--- config.mk ---
export PLATFORM = sky130hd
export DESIGN_NAME = pipe_stage_buf
export DESIGN_NICKNAME = d
export VERILOG_FILES = /design/src/rtl/pipe_pkg.sv /design/src/rtl/pipe_buf_mem.sv /design/src/rtl/pipe_stage_buf.sv
export SDC_FILE = /design/constraint.sdc
export NUM_CORES = 1
export LEC_CHECK = 0
export ABC_AREA = 1
export CAP_MARGIN = 20
export CORE_UTILIZATION = 50
export DETAILED_ROUTE_END_ITERATION = 12
export PLACE_DENSITY = 0.78
export RECOVER_POWER = 100
export SLEW_MARGIN = 40
export SYNTH_ARGS = -nofsm -noshare
export SYNTH_HDL_FRONTEND = slang
export SYNTH_SLANG_ARGS = --single-unit
--- constraint.sdc ---
create_clock -name clk -period 2.47 [get_ports clk]
set_input_delay 0.247 -clock clk [delete_from_list [all_inputs] [get_ports clk]]
set_output_delay 0.247 -clock clk [all_outputs]
set_load 0.02 [all_outputs]
--- src/rtl/pipe_pkg.sv ---
// Shared defaults and control-bundle bit positions for pipeline stage buffers.
package pipe_pkg;

    localparam int DATA_W_DEF    = 32;
    localparam int CTRL_W_DEF    = 8;

    localparam int CTRL_WREG     = 0;
    localparam int CTRL_M2REG    = 1;
    localparam int CTRL_WMEM     = 2;
    localparam int CTRL_ALUIMM   = 3;
    localparam int CTRL_ALUC_LSB = 4;
    localparam int CTRL_ALUC_W   = 4;

    function automatic int ptr_w(input int depth);
        return (depth > 1) ? $clog2(depth) : 1;
    endfunction

endpackage

--- src/rtl/pipe_buf_mem.sv ---
// DEPTH x WIDTH entry store for pipe_stage_buf.
// Async read, sync write, async reset to zero.
module pipe_buf_mem
    import pipe_pkg::*;
#(
    parameter int WIDTH = 40,
    parameter int DEPTH = 2,
    localparam int AW   = ptr_w(DEPTH)
) (
    input  logic             clk,
    input  logic             rst_n,
    input  logic             we,
    input  logic [AW-1:0]    waddr,
    input  logic [WIDTH-1:0] wdata,
    input  logic [AW-1:0]    raddr,
    output logic [WIDTH-1:0] rdata
);

    logic [WIDTH-1:0] mem_q [DEPTH];
    logic [WIDTH-1:0] mem_d [DEPTH];

    always_comb begin
        mem_d = mem_q;
        if (we) mem_d[waddr] = wdata;
    end

    always_ff @(posedge clk or negedge rst_n) begin
        if (!rst_n) begin
            for (int i = 0; i < DEPTH; i++) mem_q[i] <= '0;
        end else begin
            mem_q <= mem_d;
        end
    end

    assign rdata = mem_q[raddr];

endmodule

--- src/rtl/pipe_stage_buf.sv ---
// Elastic valid/ready pipeline register with DEPTH-entry buffer and flush.
// Define PIPE_BUBBLE_CTRL_EN to force out_ctrl to zero while out_valid=0.
module pipe_stage_buf
    import pipe_pkg::*;
#(
    parameter int DATA_W = DATA_W_DEF,
    parameter int CTRL_W = CTRL_W_DEF,
    parameter int DEPTH  = 2,
    localparam int PW    = ptr_w(DEPTH),
    localparam int CW    = $clog2(DEPTH + 1)
) (
    input  logic              clk,
    input  logic              rst_n,
    input  logic              flush,
    input  logic              in_valid,
    output logic              in_ready,
    input  logic [DATA_W-1:0] in_data,
    input  logic [CTRL_W-1:0] in_ctrl,
    output logic              out_valid,
    input  logic              out_ready,
    output logic [DATA_W-1:0] out_data,
    output logic [CTRL_W-1:0] out_ctrl,
    output logic [CW-1:0]     count
);

    localparam int EW = DATA_W + CTRL_W;

    logic [CW-1:0] count_q, count_d;
    logic [PW-1:0] wr_ptr_q, wr_ptr_d;
    logic [PW-1:0] rd_ptr_q, rd_ptr_d;
    logic          push, pop, wr_en;
    logic [EW-1:0] rd_entry;

    // Handshake flags come from registered count only.
    assign in_ready  = (count_q != CW'(DEPTH));
    assign out_valid = (count_q != '0);
    assign push      = in_valid & in_ready;
    assign pop       = out_valid & out_ready;
    assign wr_en     = push & ~flush;

    always_comb begin
        count_d  = count_q;
        wr_ptr_d = wr_ptr_q;
        rd_ptr_d = rd_ptr_q;
        if (flush) begin
            count_d  = '0;
            wr_ptr_d = '0;
            rd_ptr_d = '0;
        end else begin
            if (push) wr_ptr_d = wr_ptr_q + PW'(1);
            if (pop)  rd_ptr_d = rd_ptr_q + PW'(1);
            unique case ({push, pop})
                2'b10:   count_d = count_q + CW'(1);
                2'b01:   count_d = count_q - CW'(1);
                default: count_d = count_q;
            endcase
        end
    end

    always_ff @(posedge clk or negedge rst_n) begin
        if (!rst_n) begin
            count_q  <= '0;
            wr_ptr_q <= '0;
            rd_ptr_q <= '0;
        end else begin
            count_q  <= count_d;
            wr_ptr_q <= wr_ptr_d;
            rd_ptr_q <= rd_ptr_d;
        end
    end

    pipe_buf_mem #(
        .WIDTH (EW),
        .DEPTH (DEPTH)
    ) u_mem (
        .clk   (clk),
        .rst_n (rst_n),
        .we    (wr_en),
        .waddr (wr_ptr_q),
        .wdata ({in_ctrl, in_data}),
        .raddr (rd_ptr_q),
        .rdata (rd_entry)
    );

    assign count    = count_q;
    assign out_data = rd_entry[DATA_W-1:0];

`ifdef PIPE_BUBBLE_CTRL_EN
    assign out_ctrl = out_valid ? rd_entry[EW-1:DATA_W] : '0;
`else
    assign out_ctrl = rd_entry[EW-1:DATA_W];
`endif

endmodule

==> impl_summary.log <==
[metrics] standby leakage power: 2.533 nW
[metrics] category of the most critical setup path: flop to output pin
[metrics] unrepaired setup endpoints after global routing: false
[metrics] part of the total power dissipated in sequential elements: 0.472
[metrics] deepest level of the CTS H-tree: 3
[metrics] area of the multi-input gates: 1290 µm²
[metrics] count of distinct cell types in the synthesized netlist: 18
[metrics] Post-Layout Inst Area: 4826 µm²
[metrics] mapped cell area: 3892 µm²
[metrics] Post-Syn Instances: 462
[metrics] CTS tree: done
[metrics] DRC marker count from the first detailed-route iteration: 198
[metrics] Crit Reg-Reg Endpoint: u_mem.mem_q[78]
[metrics] HPWL Detailed: 5424 µm
[metrics] met1 capacity usage during global routing: 0.2709
[metrics] minimum clock period: 2.322 ns
[metrics] worst reg2reg startpoint: count[0]
[metrics] Root Driver: sky130_fd_sc_hd__clkbuf_8
[metrics] maximum clock path buffer count: 2
[metrics] sort of element at the end of the critical path: output pin
[metrics] GRT Overall Usage: 0.2138
[metrics] count of yosys warnings during synthesis: 0
[metrics] Port Buffers: 88
[metrics] Clock Latency Late Sink: 0.35 ns
[metrics] Setup Viol. Count Final: 0
[metrics] first element of the critical path: rd_ptr_q
[metrics] Core ar.: 7370 µm²
[metrics] slew of the pin with the lowest slew margin: 1.313 ns
[metrics] final routed DRC violation total: 0
[metrics] TNS Setup: 0 ns
[metrics] Combinational Power Share: 0.289
[metrics] Post-layout nets: 590
[metrics] Vias per Instance: 4.836
[metrics] Worst Setup Start Kind: flop
[metrics] commonest non-fill, non-tap cell in the layout: sky130_fd_sc_hd__nand2_1
[metrics] post-place setup slack: 0.5920 ns
[metrics] Post-DRT Antenna Nets: 0
[metrics] width of the die: 90.23 µm
[metrics] footprint of the flip-flops and latches: 2102 µm²
[metrics] placed cell areas: 4797 µm²
[metrics] Post-Syn Nets: 507
[metrics] reg2reg path depth: 5
[metrics] sequential element share of the synthesized area: 0.5400
[metrics] Die Footprint: 8141 µm²
[metrics] number of iterations in the first detailed-routing pass: 4
[metrics] maxcap violations: 0
[metrics] Final Skew: 0.007643 ns
[metrics] most heavily used metal layer in global routing: met2
[metrics] Die Span Y: 90.23 µm
[metrics] synth-to-layout area growth: 23.98%
[metrics] Synth Area per Inst: 8.425 µm²
[metrics] total net switching power: 1.281 mW
[metrics] weighted congestion at the end of routability-driven global placement: 0.7803
[metrics] worst path required time: 2.22 ns
[metrics] Resize count post-CTS: 0
[metrics] flops & latches, synth: 84
[metrics] worst voltage drop across the vdd grid: 0.4651 mV
[metrics] fin. max-slew vios: 0
[metrics] Worst setup endpoint: out_data[1]
[metrics] worst setup slack for register-to-register paths: 0.43 ns
[metrics] remaining global-route overflow: 0
[metrics] internal power contribution: 2.711 mW
[metrics] status: complete, no violations
[metrics] initial cell density of the core: 0.5282
[metrics] fraction of final layout cells sized beyond drive strength 1: 0.04562
[metrics] critical-path maximum fanout: 40
[metrics] global-route wire length before repair: 13,680 µm
[metrics] Slew HR: 0.1245
[metrics] Hold Violations, Final: 0
[metrics] count of fill cells added during filler insertion: 681
[metrics] Worst Setup Slack, final: 0.1483 ns
[metrics] class of the worst hold path: primary input to asynchronous set/reset pin
[metrics] ratio of total power to cell area: 827.1 nW/µm²
[metrics] endpoint arrival time on the critical path: 2.07 ns
[metrics] wire length reported by the detailed router: 8144 µm
[metrics] Avg WL per Cell: 12.59 µm
[metrics] antenna cell count: 0
[metrics] met2 Use GR: 0.3632
[metrics] fraction of power spent switching nets: 0.3209
[metrics] number of rows created at floorplan: 31
[metrics] vias in the first global route: 3,035
[metrics] setup fix buffers added after clock tree synthesis: 0
[metrics] antenna violations before repair: 0
[metrics] highest attainable clock frequency: 0.4307 GHz
[metrics] final core utilization: 0.6548
[metrics] maximum number of pins on one net before global-route repair: 51
[metrics] Inserted Clock Buffers: 9
[metrics] number of top-level design ports: 89
[metrics] routed via count: 3,129
[metrics] total power of the final layout: 3.992 mW
[metrics] number of clock sinks: 84
[metrics] met3 track utilization from global routing: 0.03384
[metrics] commonest cells after routing, fill and taps aside: 210 x sky130_fd_sc_hd__nand2_1, 84 x sky130_fd_sc_hd__dfrtp_1, 77 x sky130_fd_sc_hd__o21ai_0
[metrics] Clock Pin Slew Worst Setup and Hold Paths: 0.08 ns
[metrics] share of the clock period used by the worst path: 0.9400
[metrics] share of total power in the clock network: 0.240
power by group through the flow:
| stage | combinational (mW) | clock (mW) | sequential, mW |
|---|---|---|---|
| final | 1.15 | 0.957 | 1.88 |
| after global routing | 1.30 | 1.02 | 1.92 |
| after CTS | 1.35 | 0.973 | 1.88 |
| after detailed placement | 1.34 | 0 | 1.90 |
| after global placement | 1.31 | 0 | 1.89 |
| after floorplan | 0.832 | 0 | 1.86 |
per-layer routing:
layer  up-vias  share of wire
li1       1584              -
met1      1468           0.45
met2        66           0.50
met3        11          0.036
met4         0          0.016
met5         -              0
cell families after synthesis:
group	share of synthesized area
compound gates	0.1495
buf+inv	0.08904
flops	0.5400
simple gates	0.2215
worst min-delay path by stage:
stage / from / end / slack (ns) / cells after the start
after floorplan: rst_n / count[0] / -0.05 / 0
after global placement: rst_n / u_mem.mem_q[6] / 0.21 / 1
after detailed placement: rst_n / u_mem.mem_q[6] / 0.21 / 1
after CTS: rst_n / u_mem.mem_q[6] / 0.37 / 2
after global routing: rst_n / u_mem.mem_q[6] / 0.40 / 2
final: rst_n / u_mem.mem_q[6] / 0.35 / 2
critical path, cell delays in order, from the launching register on:
cell and delay (ns):
sky130_fd_sc_hd__dfrtp_1 0.36, sky130_fd_sc_hd__clkbuf_4 0.46, sky130_fd_sc_hd__nand2_1 0.13, sky130_fd_sc_hd__nand2_1 0.09, sky130_fd_sc_hd__dlygate4sd3_1 0.67
flip-flops by register name, summed over array words and instances, names as in the netlist:
signal	cells
u_mem.mem_q	80
rd_ptr_q	1
count	2
wr_ptr_q	1
area by class of cell:
class                   instances  share of cell area
flip-flops and latches         84              0.4356
multi-input cells             306              0.2673
repair buffers                 97              0.1955
inverters                      47             0.03656
clock buffers                  12             0.03215
well taps                      99             0.02567
clock inverters                 2            0.007260
what timing repair did:
action                                  4_1_cts  5_1_grt
hold endpoints to repair                     31        0
hold buffers                                  1        0
endpoints found under the setup margin        0        0
metrics by stage:
step	instances	hold WS, ns
6_report	647	0.3517
5_1_grt	647	0.3958
4_1_cts	647	0.3709
3_5_place_dp	632	0.2128
3_3_place_gp	632	0.2076
2_1_floorplan	462	-0.04859
synth_stat cells:
cell type                  number  share of area
sky130_fd_sc_hd__nand2_1      210           0.20
sky130_fd_sc_hd__dfrtp_1       84           0.54
sky130_fd_sc_hd__inv_1         45          0.043
sky130_fd_sc_hd__o21ai_2       40          0.090
sky130_fd_sc_hd__o21ai_1       35          0.045
sky130_fd_sc_hd__buf_6          9          0.026
sky130_fd_sc_hd__clkbuf_1       9         0.0087
sky130_fd_sc_hd__o21ai_0        7         0.0090
sky130_fd_sc_hd__buf_2          6         0.0077
sky130_fd_sc_hd__nand4_1        4         0.0064
sky130_fd_sc_hd__nor2_1         4         0.0039
sky130_fd_sc_hd__inv_2          2         0.0019
sky130_fd_sc_hd__nand3_1        2         0.0026
sky130_fd_sc_hd__a21oi_1        1         0.0013
sky130_fd_sc_hd__a21oi_4        1         0.0042
sky130_fd_sc_hd__clkbuf_2       1         0.0013
sky130_fd_sc_hd__nand2_2        1         0.0016
sky130_fd_sc_hd__nand3_4        1         0.0045
Note: power is estimated with default switching activity, not from simulation.
